**src/rtl/cc_player_car_collider_if.sv**
```systemverilog
// Row-beat bus between the player/car row generators and the collider stage.
// The master drives the row beat and control; the slave returns the composited row and status.
interface cc_player_car_collider_if #(
   parameter int DATAWIDTH = 8,
   parameter int ROWIDX_W  = 3,
   parameter int HITCNT_W  = 4
);
   logic                 CC_PLAYER_CAR_COLLIDER_Valid_In;
   logic [ROWIDX_W-1:0]  CC_PLAYER_CAR_COLLIDER_RowIdx_InBus;
   logic [DATAWIDTH-1:0] CC_PLAYER_CAR_COLLIDER_PlayerData_InBus;
   logic [DATAWIDTH-1:0] CC_PLAYER_CAR_COLLIDER_CarData_InBus;
   logic [1:0]           CC_PLAYER_CAR_COLLIDER_Mode_InBus;
   logic                 CC_PLAYER_CAR_COLLIDER_ClearHit_In;
   logic [DATAWIDTH-1:0] CC_PLAYER_CAR_COLLIDER_Data_OutBus;
   logic [ROWIDX_W-1:0]  CC_PLAYER_CAR_COLLIDER_RowIdx_OutBus;
   logic                 CC_PLAYER_CAR_COLLIDER_Valid_Out;
   logic                 CC_PLAYER_CAR_COLLIDER_RowHit_Out;
   logic                 CC_PLAYER_CAR_COLLIDER_Hit_Out;
   logic                 CC_PLAYER_CAR_COLLIDER_FrameDone_Out;
   logic                 CC_PLAYER_CAR_COLLIDER_FrameErr_Out;
   logic [HITCNT_W-1:0]  CC_PLAYER_CAR_COLLIDER_HitCount_OutBus;

   modport master (
      output CC_PLAYER_CAR_COLLIDER_Valid_In,
      output CC_PLAYER_CAR_COLLIDER_RowIdx_InBus,
      output CC_PLAYER_CAR_COLLIDER_PlayerData_InBus,
      output CC_PLAYER_CAR_COLLIDER_CarData_InBus,
      output CC_PLAYER_CAR_COLLIDER_Mode_InBus,
      output CC_PLAYER_CAR_COLLIDER_ClearHit_In,
      input  CC_PLAYER_CAR_COLLIDER_Data_OutBus,
      input  CC_PLAYER_CAR_COLLIDER_RowIdx_OutBus,
      input  CC_PLAYER_CAR_COLLIDER_Valid_Out,
      input  CC_PLAYER_CAR_COLLIDER_RowHit_Out,
      input  CC_PLAYER_CAR_COLLIDER_Hit_Out,
      input  CC_PLAYER_CAR_COLLIDER_FrameDone_Out,
      input  CC_PLAYER_CAR_COLLIDER_FrameErr_Out,
      input  CC_PLAYER_CAR_COLLIDER_HitCount_OutBus
   );

   modport slave (
      input  CC_PLAYER_CAR_COLLIDER_Valid_In,
      input  CC_PLAYER_CAR_COLLIDER_RowIdx_InBus,
      input  CC_PLAYER_CAR_COLLIDER_PlayerData_InBus,
      input  CC_PLAYER_CAR_COLLIDER_CarData_InBus,
      input  CC_PLAYER_CAR_COLLIDER_Mode_InBus,
      input  CC_PLAYER_CAR_COLLIDER_ClearHit_In,
      output CC_PLAYER_CAR_COLLIDER_Data_OutBus,
      output CC_PLAYER_CAR_COLLIDER_RowIdx_OutBus,
      output CC_PLAYER_CAR_COLLIDER_Valid_Out,
      output CC_PLAYER_CAR_COLLIDER_RowHit_Out,
      output CC_PLAYER_CAR_COLLIDER_Hit_Out,
      output CC_PLAYER_CAR_COLLIDER_FrameDone_Out,
      output CC_PLAYER_CAR_COLLIDER_FrameErr_Out,
      output CC_PLAYER_CAR_COLLIDER_HitCount_OutBus
   );
endinterface

```
**src/rtl/cc_player_car_collider.sv**
```systemverilog
// Registered player/car row compositor with overlap detection, frame sequencing,
// sticky hit flag, saturating collided-frame counter and blinking collision highlight.
module cc_player_car_collider #(
   parameter int DATAWIDTH    = 8,
   parameter int ROWS         = 8,
   parameter int ROWIDX_W     = 3,
   parameter int HITCNT_W     = 4,
   parameter int BLINK_FRAMES = 4
) (
   input logic                     CC_PLAYER_CAR_COLLIDER_CLOCK_50,
   input logic                     CC_PLAYER_CAR_COLLIDER_RESET_InHigh,
   cc_player_car_collider_if.slave bus
);
   localparam logic [0:0]          IDLE       = 1'b0;
   localparam logic [0:0]          SCAN       = 1'b1;
   localparam logic [ROWIDX_W-1:0] LAST_ROW   = ROWIDX_W'(ROWS - 1);
   localparam logic [ROWIDX_W-1:0] ROW_ONE    = ROWIDX_W'(1);
   localparam int                  BLINK_W    = (BLINK_FRAMES > 1) ? $clog2(BLINK_FRAMES) : 1;
   localparam logic [BLINK_W-1:0]  BLINK_LAST = BLINK_W'(BLINK_FRAMES - 1);
   localparam logic [HITCNT_W-1:0] CNT_MAX    = '1;

   logic                 valid;
   logic [ROWIDX_W-1:0]  row;
   logic [DATAWIDTH-1:0] player;
   logic [DATAWIDTH-1:0] car;
   logic [1:0]           mode;
   logic                 clear_hit;

   assign valid     = bus.CC_PLAYER_CAR_COLLIDER_Valid_In;
   assign row       = bus.CC_PLAYER_CAR_COLLIDER_RowIdx_InBus;
   assign player    = bus.CC_PLAYER_CAR_COLLIDER_PlayerData_InBus;
   assign car       = bus.CC_PLAYER_CAR_COLLIDER_CarData_InBus;
   assign mode      = bus.CC_PLAYER_CAR_COLLIDER_Mode_InBus;
   assign clear_hit = bus.CC_PLAYER_CAR_COLLIDER_ClearHit_In;

   logic [0:0]           state_reg, state_next;
   logic [ROWIDX_W-1:0]  expected_reg, expected_next;
   logic                 frame_hit_reg, frame_hit_next;
   logic                 blink_phase_reg, blink_phase_next;
   logic [BLINK_W-1:0]   blink_cnt_reg, blink_cnt_next;
   logic [HITCNT_W-1:0]  hit_count_reg, hit_count_next;
   logic [DATAWIDTH-1:0] data_reg;
   logic [ROWIDX_W-1:0]  row_reg;
   logic                 valid_reg, row_hit_reg, hit_reg, done_reg, err_reg;

   logic [DATAWIDTH-1:0] ov;
   logic [DATAWIDTH-1:0] composite;
   logic                 row_hit;
   logic                 frame_done;
   logic                 frame_err;

   assign ov      = player & car;
   assign row_hit = |ov;

   // Highlight mode darkens overlapping pixels only during the odd blink phase.
   always_comb begin
      composite = player | car;
      case (mode)
         2'b00:   composite = player | car;
         2'b01:   composite = (player | car) & ~(blink_phase_reg ? ov : '0);
         2'b10:   composite = player;
         default: composite = car;
      endcase
   end

   always_comb begin
      state_next       = state_reg;
      expected_next    = expected_reg;
      frame_hit_next   = frame_hit_reg;
      blink_phase_next = blink_phase_reg;
      blink_cnt_next   = blink_cnt_reg;
      hit_count_next   = hit_count_reg;
      frame_done       = 1'b0;
      frame_err        = 1'b0;
      if (valid) begin
         case (state_reg)
            IDLE: begin
               if (row == '0) begin
                  state_next     = SCAN;
                  expected_next  = ROW_ONE;
                  frame_hit_next = row_hit;
               end
            end
            default: begin
               if (row == expected_reg) begin
                  if (expected_reg == LAST_ROW) begin
                     frame_done     = 1'b1;
                     state_next     = IDLE;
                     expected_next  = '0;
                     frame_hit_next = 1'b0;
                     if ((frame_hit_reg | row_hit) && hit_count_reg != CNT_MAX)
                        hit_count_next = hit_count_reg + 1'b1;
                     if (blink_cnt_reg == BLINK_LAST) begin
                        blink_cnt_next   = '0;
                        blink_phase_next = ~blink_phase_reg;
                     end else begin
                        blink_cnt_next = blink_cnt_reg + 1'b1;
                     end
                  end else begin
                     expected_next  = expected_reg + 1'b1;
                     frame_hit_next = frame_hit_reg | row_hit;
                  end
               end else begin
                  // Out-of-sequence row: a fresh row 0 restarts the frame in place.
                  frame_err = 1'b1;
                  if (row == '0) begin
                     expected_next  = ROW_ONE;
                     frame_hit_next = row_hit;
                  end else begin
                     state_next     = IDLE;
                     expected_next  = '0;
                     frame_hit_next = 1'b0;
                  end
               end
            end
         endcase
      end
   end

   always_ff @(posedge CC_PLAYER_CAR_COLLIDER_CLOCK_50 or posedge CC_PLAYER_CAR_COLLIDER_RESET_InHigh) begin
      if (CC_PLAYER_CAR_COLLIDER_RESET_InHigh) begin
         state_reg       <= IDLE;
         expected_reg    <= '0;
         frame_hit_reg   <= 1'b0;
         blink_phase_reg <= 1'b0;
         blink_cnt_reg   <= '0;
         hit_count_reg   <= '0;
         data_reg        <= '0;
         row_reg         <= '0;
         valid_reg       <= 1'b0;
         row_hit_reg     <= 1'b0;
         hit_reg         <= 1'b0;
         done_reg        <= 1'b0;
         err_reg         <= 1'b0;
      end else begin
         state_reg       <= state_next;
         expected_reg    <= expected_next;
         frame_hit_reg   <= frame_hit_next;
         blink_phase_reg <= blink_phase_next;
         blink_cnt_reg   <= blink_cnt_next;
         hit_count_reg   <= hit_count_next;
         valid_reg       <= valid;
         done_reg        <= frame_done;
         err_reg         <= frame_err;
         if (valid) begin
            data_reg    <= composite;
            row_reg     <= row;
            row_hit_reg <= row_hit;
         end
         // A new overlap outranks a simultaneous clear.
         if (valid && row_hit)
            hit_reg <= 1'b1;
         else if (clear_hit)
            hit_reg <= 1'b0;
      end
   end

   assign bus.CC_PLAYER_CAR_COLLIDER_Data_OutBus     = data_reg;
   assign bus.CC_PLAYER_CAR_COLLIDER_RowIdx_OutBus   = row_reg;
   assign bus.CC_PLAYER_CAR_COLLIDER_Valid_Out       = valid_reg;
   assign bus.CC_PLAYER_CAR_COLLIDER_RowHit_Out      = row_hit_reg;
   assign bus.CC_PLAYER_CAR_COLLIDER_Hit_Out         = hit_reg;
   assign bus.CC_PLAYER_CAR_COLLIDER_FrameDone_Out   = done_reg;
   assign bus.CC_PLAYER_CAR_COLLIDER_FrameErr_Out    = err_reg;
   assign bus.CC_PLAYER_CAR_COLLIDER_HitCount_OutBus = hit_count_reg;
endmodule

```
**src/flat_wrapper.sv**
```systemverilog
// flat-port wrapper written by rule: the top's interface ports become plain ports
module cc_player_car_collider_flat 
#(
   parameter int DATAWIDTH    = 8,
   parameter int ROWS         = 8,
   parameter int ROWIDX_W     = 3,
   parameter int HITCNT_W     = 4,
   parameter int BLINK_FRAMES = 4
)
  (CC_PLAYER_CAR_COLLIDER_CLOCK_50, CC_PLAYER_CAR_COLLIDER_RESET_InHigh, bus_CC_PLAYER_CAR_COLLIDER_Valid_In, bus_CC_PLAYER_CAR_COLLIDER_RowIdx_InBus, bus_CC_PLAYER_CAR_COLLIDER_PlayerData_InBus, bus_CC_PLAYER_CAR_COLLIDER_CarData_InBus, bus_CC_PLAYER_CAR_COLLIDER_Mode_InBus, bus_CC_PLAYER_CAR_COLLIDER_ClearHit_In, bus_CC_PLAYER_CAR_COLLIDER_Data_OutBus, bus_CC_PLAYER_CAR_COLLIDER_RowIdx_OutBus, bus_CC_PLAYER_CAR_COLLIDER_Valid_Out, bus_CC_PLAYER_CAR_COLLIDER_RowHit_Out, bus_CC_PLAYER_CAR_COLLIDER_Hit_Out, bus_CC_PLAYER_CAR_COLLIDER_FrameDone_Out, bus_CC_PLAYER_CAR_COLLIDER_FrameErr_Out, bus_CC_PLAYER_CAR_COLLIDER_HitCount_OutBus);
  cc_player_car_collider_if #(.DATAWIDTH(DATAWIDTH), .ROWIDX_W(ROWIDX_W), .HITCNT_W(HITCNT_W)) bus_i ();
  input logic CC_PLAYER_CAR_COLLIDER_CLOCK_50;
  input logic CC_PLAYER_CAR_COLLIDER_RESET_InHigh;
  input wire logic [$bits(bus_i.CC_PLAYER_CAR_COLLIDER_Valid_In)-1:0] bus_CC_PLAYER_CAR_COLLIDER_Valid_In;
  input wire logic [$bits(bus_i.CC_PLAYER_CAR_COLLIDER_RowIdx_InBus)-1:0] bus_CC_PLAYER_CAR_COLLIDER_RowIdx_InBus;
  input wire logic [$bits(bus_i.CC_PLAYER_CAR_COLLIDER_PlayerData_InBus)-1:0] bus_CC_PLAYER_CAR_COLLIDER_PlayerData_InBus;
  input wire logic [$bits(bus_i.CC_PLAYER_CAR_COLLIDER_CarData_InBus)-1:0] bus_CC_PLAYER_CAR_COLLIDER_CarData_InBus;
  input wire logic [$bits(bus_i.CC_PLAYER_CAR_COLLIDER_Mode_InBus)-1:0] bus_CC_PLAYER_CAR_COLLIDER_Mode_InBus;
  input wire logic [$bits(bus_i.CC_PLAYER_CAR_COLLIDER_ClearHit_In)-1:0] bus_CC_PLAYER_CAR_COLLIDER_ClearHit_In;
  output wire logic [$bits(bus_i.CC_PLAYER_CAR_COLLIDER_Data_OutBus)-1:0] bus_CC_PLAYER_CAR_COLLIDER_Data_OutBus;
  output wire logic [$bits(bus_i.CC_PLAYER_CAR_COLLIDER_RowIdx_OutBus)-1:0] bus_CC_PLAYER_CAR_COLLIDER_RowIdx_OutBus;
  output wire logic [$bits(bus_i.CC_PLAYER_CAR_COLLIDER_Valid_Out)-1:0] bus_CC_PLAYER_CAR_COLLIDER_Valid_Out;
  output wire logic [$bits(bus_i.CC_PLAYER_CAR_COLLIDER_RowHit_Out)-1:0] bus_CC_PLAYER_CAR_COLLIDER_RowHit_Out;
  output wire logic [$bits(bus_i.CC_PLAYER_CAR_COLLIDER_Hit_Out)-1:0] bus_CC_PLAYER_CAR_COLLIDER_Hit_Out;
  output wire logic [$bits(bus_i.CC_PLAYER_CAR_COLLIDER_FrameDone_Out)-1:0] bus_CC_PLAYER_CAR_COLLIDER_FrameDone_Out;
  output wire logic [$bits(bus_i.CC_PLAYER_CAR_COLLIDER_FrameErr_Out)-1:0] bus_CC_PLAYER_CAR_COLLIDER_FrameErr_Out;
  output wire logic [$bits(bus_i.CC_PLAYER_CAR_COLLIDER_HitCount_OutBus)-1:0] bus_CC_PLAYER_CAR_COLLIDER_HitCount_OutBus;
  assign bus_i.CC_PLAYER_CAR_COLLIDER_Valid_In = bus_CC_PLAYER_CAR_COLLIDER_Valid_In;
  assign bus_i.CC_PLAYER_CAR_COLLIDER_RowIdx_InBus = bus_CC_PLAYER_CAR_COLLIDER_RowIdx_InBus;
  assign bus_i.CC_PLAYER_CAR_COLLIDER_PlayerData_InBus = bus_CC_PLAYER_CAR_COLLIDER_PlayerData_InBus;
  assign bus_i.CC_PLAYER_CAR_COLLIDER_CarData_InBus = bus_CC_PLAYER_CAR_COLLIDER_CarData_InBus;
  assign bus_i.CC_PLAYER_CAR_COLLIDER_Mode_InBus = bus_CC_PLAYER_CAR_COLLIDER_Mode_InBus;
  assign bus_i.CC_PLAYER_CAR_COLLIDER_ClearHit_In = bus_CC_PLAYER_CAR_COLLIDER_ClearHit_In;
  assign bus_CC_PLAYER_CAR_COLLIDER_Data_OutBus = bus_i.CC_PLAYER_CAR_COLLIDER_Data_OutBus;
  assign bus_CC_PLAYER_CAR_COLLIDER_RowIdx_OutBus = bus_i.CC_PLAYER_CAR_COLLIDER_RowIdx_OutBus;
  assign bus_CC_PLAYER_CAR_COLLIDER_Valid_Out = bus_i.CC_PLAYER_CAR_COLLIDER_Valid_Out;
  assign bus_CC_PLAYER_CAR_COLLIDER_RowHit_Out = bus_i.CC_PLAYER_CAR_COLLIDER_RowHit_Out;
  assign bus_CC_PLAYER_CAR_COLLIDER_Hit_Out = bus_i.CC_PLAYER_CAR_COLLIDER_Hit_Out;
  assign bus_CC_PLAYER_CAR_COLLIDER_FrameDone_Out = bus_i.CC_PLAYER_CAR_COLLIDER_FrameDone_Out;
  assign bus_CC_PLAYER_CAR_COLLIDER_FrameErr_Out = bus_i.CC_PLAYER_CAR_COLLIDER_FrameErr_Out;
  assign bus_CC_PLAYER_CAR_COLLIDER_HitCount_OutBus = bus_i.CC_PLAYER_CAR_COLLIDER_HitCount_OutBus;
  cc_player_car_collider #(.DATAWIDTH(DATAWIDTH), .ROWS(ROWS), .ROWIDX_W(ROWIDX_W), .HITCNT_W(HITCNT_W), .BLINK_FRAMES(BLINK_FRAMES)) u_core (.CC_PLAYER_CAR_COLLIDER_CLOCK_50(CC_PLAYER_CAR_COLLIDER_CLOCK_50), .CC_PLAYER_CAR_COLLIDER_RESET_InHigh(CC_PLAYER_CAR_COLLIDER_RESET_InHigh), .bus(bus_i));
endmodule
```
**config.mk**
```make
export PLATFORM = sky130hd
export DESIGN_NAME = cc_player_car_collider_flat
export DESIGN_NICKNAME = d
export VERILOG_FILES = /design/src/rtl/cc_player_car_collider_if.sv /design/src/rtl/cc_player_car_collider.sv /design/src/flat_wrapper.sv
export SDC_FILE = /design/constraint.sdc
export NUM_CORES = 1
export LEC_CHECK = 0
export ABC_AREA = 1
export CORE_MARGIN = 4
export CORE_UTILIZATION = 23
export DETAILED_ROUTE_END_ITERATION = 8
export DONT_BUFFER_PORTS = 1
export GPL_TIMING_DRIVEN = 0
export PLACE_DENSITY_LB_ADDON = 0.3
export SYNTH_ARGS = -nofsm -noshare
export SYNTH_HDL_FRONTEND = slang
export SYNTH_SLANG_ARGS = --single-unit
```
**constraint.sdc**
```tcl
create_clock -name CC_PLAYER_CAR_COLLIDER_CLOCK_50 -period 4 [get_ports CC_PLAYER_CAR_COLLIDER_CLOCK_50]
set_input_delay 1 -clock CC_PLAYER_CAR_COLLIDER_CLOCK_50 [delete_from_list [all_inputs] [get_ports CC_PLAYER_CAR_COLLIDER_CLOCK_50]]
set_output_delay 1 -clock CC_PLAYER_CAR_COLLIDER_CLOCK_50 [all_outputs]
set_load 0.01 [all_outputs]
```
==> results_dict.tcl <==
set metrics [dict create \
    place_hpwl_um 2710 \
    period_needed_ns 1.80 \
    max_freq_mhz 556 \
    areaGrowthSynthToFinish_pct 10.2 \
    hold_depth 2 \
    p_clk_share_pct 30.9 \
    required_ns 4.17 \
    ys_seq_area_share_pct 48.0 \
    worstSetupPathType "in2reg" \
    netlist_area_mm2 0.00146 \
    hold_viol 0 \
    fin_util_pct 26.7 \
    tightest_slew_ns 1.11 \
    switching_share_pct 27.4 \
    arrival_ns 1.97 \
    clock_latency_ns 0.27 \
    r2r_slack_ns 2.51 \
    grt_start_max_net_pins 29 \
    hp-class "reg2reg" \
    relSlewSlack_pct 25.9 \
    die_h_um 87.7 \
    layout_common_cells "86 x nand2_1, 28 x dfrtp_1, 23 x o21ai_0" \
    dr_wl_met2_um 1570 \
    mostFrequentLayoutCell "nand2_1" \
    top_layer "met4" \
    clkSinkCount 28 \
    cts_setup_buffers 0 \
    grt_pass1_wl_um 6100 \
    p_int_uw 416 \
    grtUsageTotal_pct 10.1 \
    critical_path.top_delay_family "simple AND/OR/NAND/NOR gates" \
    via_per_inst 4.51 \
    clk_pin_slew_ns 0.10 \
    io_pins 45 \
    p_switching_uw 157 \
    syn_nets 222 \
    power_frac_seq_pct 56.9 \
    whs_ns 0.478 \
    wl_per_cell_um 13.1 \
    power_per_cell_area_mw_per_mm2 356 \
    hold_start "u_core.frame_hit_reg" \
    leakage_nw 0.821 \
    syn_avg_cell_area_um2 7.57 \
    drt-met1-wl_um 1650 \
    start_kind "input pin" \
    cts_root_buffer "clkbuf_8" \
    wl_met3_um 312 \
    die_area_mm2 0.00769 \
    nFillCells 671 \
    drt_wl_total_um 3570 \
    yosys_warnings 0 \
    numPortBuffers 0 \
    critPathMaxFanout 10 \
    maxCapViolCount 0 \
    cts_tree "yes" \
    core_mm2 0.00603 \
    ir_drop_uv 154 \
    synth_cells 193 \
    cpPeakStageDelay_ns 0.30 \
    cts_inserted_buffers 3 \
    synth-seq-cells 28 \
    antenna_found_initial 0 \
    final_layout_size_suffix_gt1_share_pct 4.06 \
    rsz0062_at_grt "false" \
    grt_pass1_vias 1249 \
    gp_congestion 0.821 \
    drc_errors 0 \
    end_kind "register" \
    r2r-start "u_core.expected_reg[0]" \
    p_comb_share_pct 12.2 \
    cts-resized-gates 0 \
    status "completed" \
    diodes 0 \
    fin_nets 227 \
    fin_tns_setup_ns 0 \
    htree_num_levels 1 \
    largest_register_ffs 8 \
    hold_path_end "u_core.frame_hit_reg" \
    rows 28 \
    slowest_stage "clkbuf_1" \
    setup_viol 0 \
    dr.pass1.iters 4 \
    rr_endpoint "u_core.blink_phase_reg" \
    synth_cell_type_count 18 \
    clock_path_buffers 2 \
    crit_buf_inv 1 \
    drt.antenna.violating_nets 0 \
    path_cells "clkbuf_1 > nand3_1 > o21ai_0 > nand2_1" \
    dr_total_vias 1226 \
    drt_iter0_drc 47 \
    start_util_pct 24.2 \
    die_w_um 87.7 \
    postCtsHoldBufs 0 \
    grt_overflow_total 0 \
    reg2reg_depth 8 \
    drv_slew 0 \
    finClkSkew_ns 0.00550 \
    fin_crit_sh_pct 45.0 \
]
area by class of cell:
| class | count | area (µm²) | area share (%) |
|---|---|---|---|
| Tap cell | 75 | 93.8 | 5.83 |
| Inverter | 14 | 52.6 | 3.27 |
| Clock buffer | 4 | 55.1 | 3.42 |
| Multi-Input combinational cell | 147 | 684 | 42.5 |
| Sequential cell | 28 | 701 | 43.5 |
| Buffer | 4 | 22.5 | 1.40 |
power groups by stage:
stage          Combinational [mW]  Clock [mW]  Sequential [mW]
2_1_floorplan              0.0566           0            0.328
3_3_place_gp               0.0702           0            0.333
3_5_place_dp               0.0709           0            0.332
4_1_cts                    0.0712       0.188            0.327
5_1_grt                    0.0856       0.199            0.330
6_report                   0.0698       0.177            0.326
cell usage after synthesis:
cell,number,area (µm²)
nand2_1,86,323
dfrtp_1,28,701
o21ai_0,23,115
inv_1,13,48.8
nand3_1,10,50.1
a21oi_1,9,45.0
nor2_1,5,18.8
ha_1,4,50.1
clkbuf_1,3,11.3
nand3b_1,3,22.5
xnor2_1,2,17.5
buf_6,1,11.3
inv_2,1,3.75
nand3_2,1,10.0
nand4_1,1,6.26
nor3_2,1,10.0
o211ai_1,1,7.51
xor2_1,1,8.76
cell families (layout without fill, tap and decap cells):
logic type / after synthesis / after routing / share of synthesized area (%)
AND/OR/NAND/NOR: 107 / 107 / 30.2
AO/OA/AOI/OAI: 33 / 33 / 11.5
flip-flops: 28 / 28 / 48.0
buffers and inverters: 18 / 22 / 5.14
adder cells (fa/ha/maj): 4 / 4 / 3.43
XOR/XNOR: 3 / 3 / 1.80
stage by stage:
step | cells | instance area, µm² | setup slack, ns | power, mW
5_1_grt | 272 | 1610 | 2.06 | 0.614
2_1_floorplan | 193 | 1460 | 2.12 | 0.384
3_3_place_gp | 268 | 1550 | 1.92 | 0.403
3_5_place_dp | 268 | 1550 | 1.89 | 0.403
4_1_cts | 272 | 1610 | 2.21 | 0.586
6_report | 272 | 1610 | 2.20 | 0.573
metal layers:
| metal | vias up | GRT usage, % |
|---|---|---|
| met1 | 559 | 13.0 |
| met4 | 0 | 2.09 |
| li1 | 629 | - |
| met3 | 4 | 4.05 |
| met2 | 34 | 16.0 |
| met5 | - | 0 |
tightest hold or removal path, stage by stage (launching register included):
cell     delay (ns)
dfrtp_1        0.34
nand2_1        0.05
nand2_1        0.06
worst max path at each step:
stage               cells after the start                                       start                                          endpoint
finish                                  4    bus_CC_PLAYER_CAR_COLLIDER_Mode_InBus[0]  u_core.bus.CC_PLAYER_CAR_COLLIDER_Data_OutBus[7]
global route                            4    bus_CC_PLAYER_CAR_COLLIDER_Mode_InBus[0]  u_core.bus.CC_PLAYER_CAR_COLLIDER_Data_OutBus[4]
floorplan                               7  bus_CC_PLAYER_CAR_COLLIDER_RowIdx_InBus[1]                            u_core.blink_phase_reg
global placement                        4    bus_CC_PLAYER_CAR_COLLIDER_Mode_InBus[0]  u_core.bus.CC_PLAYER_CAR_COLLIDER_Data_OutBus[4]
CTS                                     4    bus_CC_PLAYER_CAR_COLLIDER_Mode_InBus[0]  u_core.bus.CC_PLAYER_CAR_COLLIDER_Data_OutBus[4]
detailed placement                      4    bus_CC_PLAYER_CAR_COLLIDER_Mode_InBus[0]  u_core.bus.CC_PLAYER_CAR_COLLIDER_Data_OutBus[4]
No activity file was read; power rests on OpenSTA's default activity.
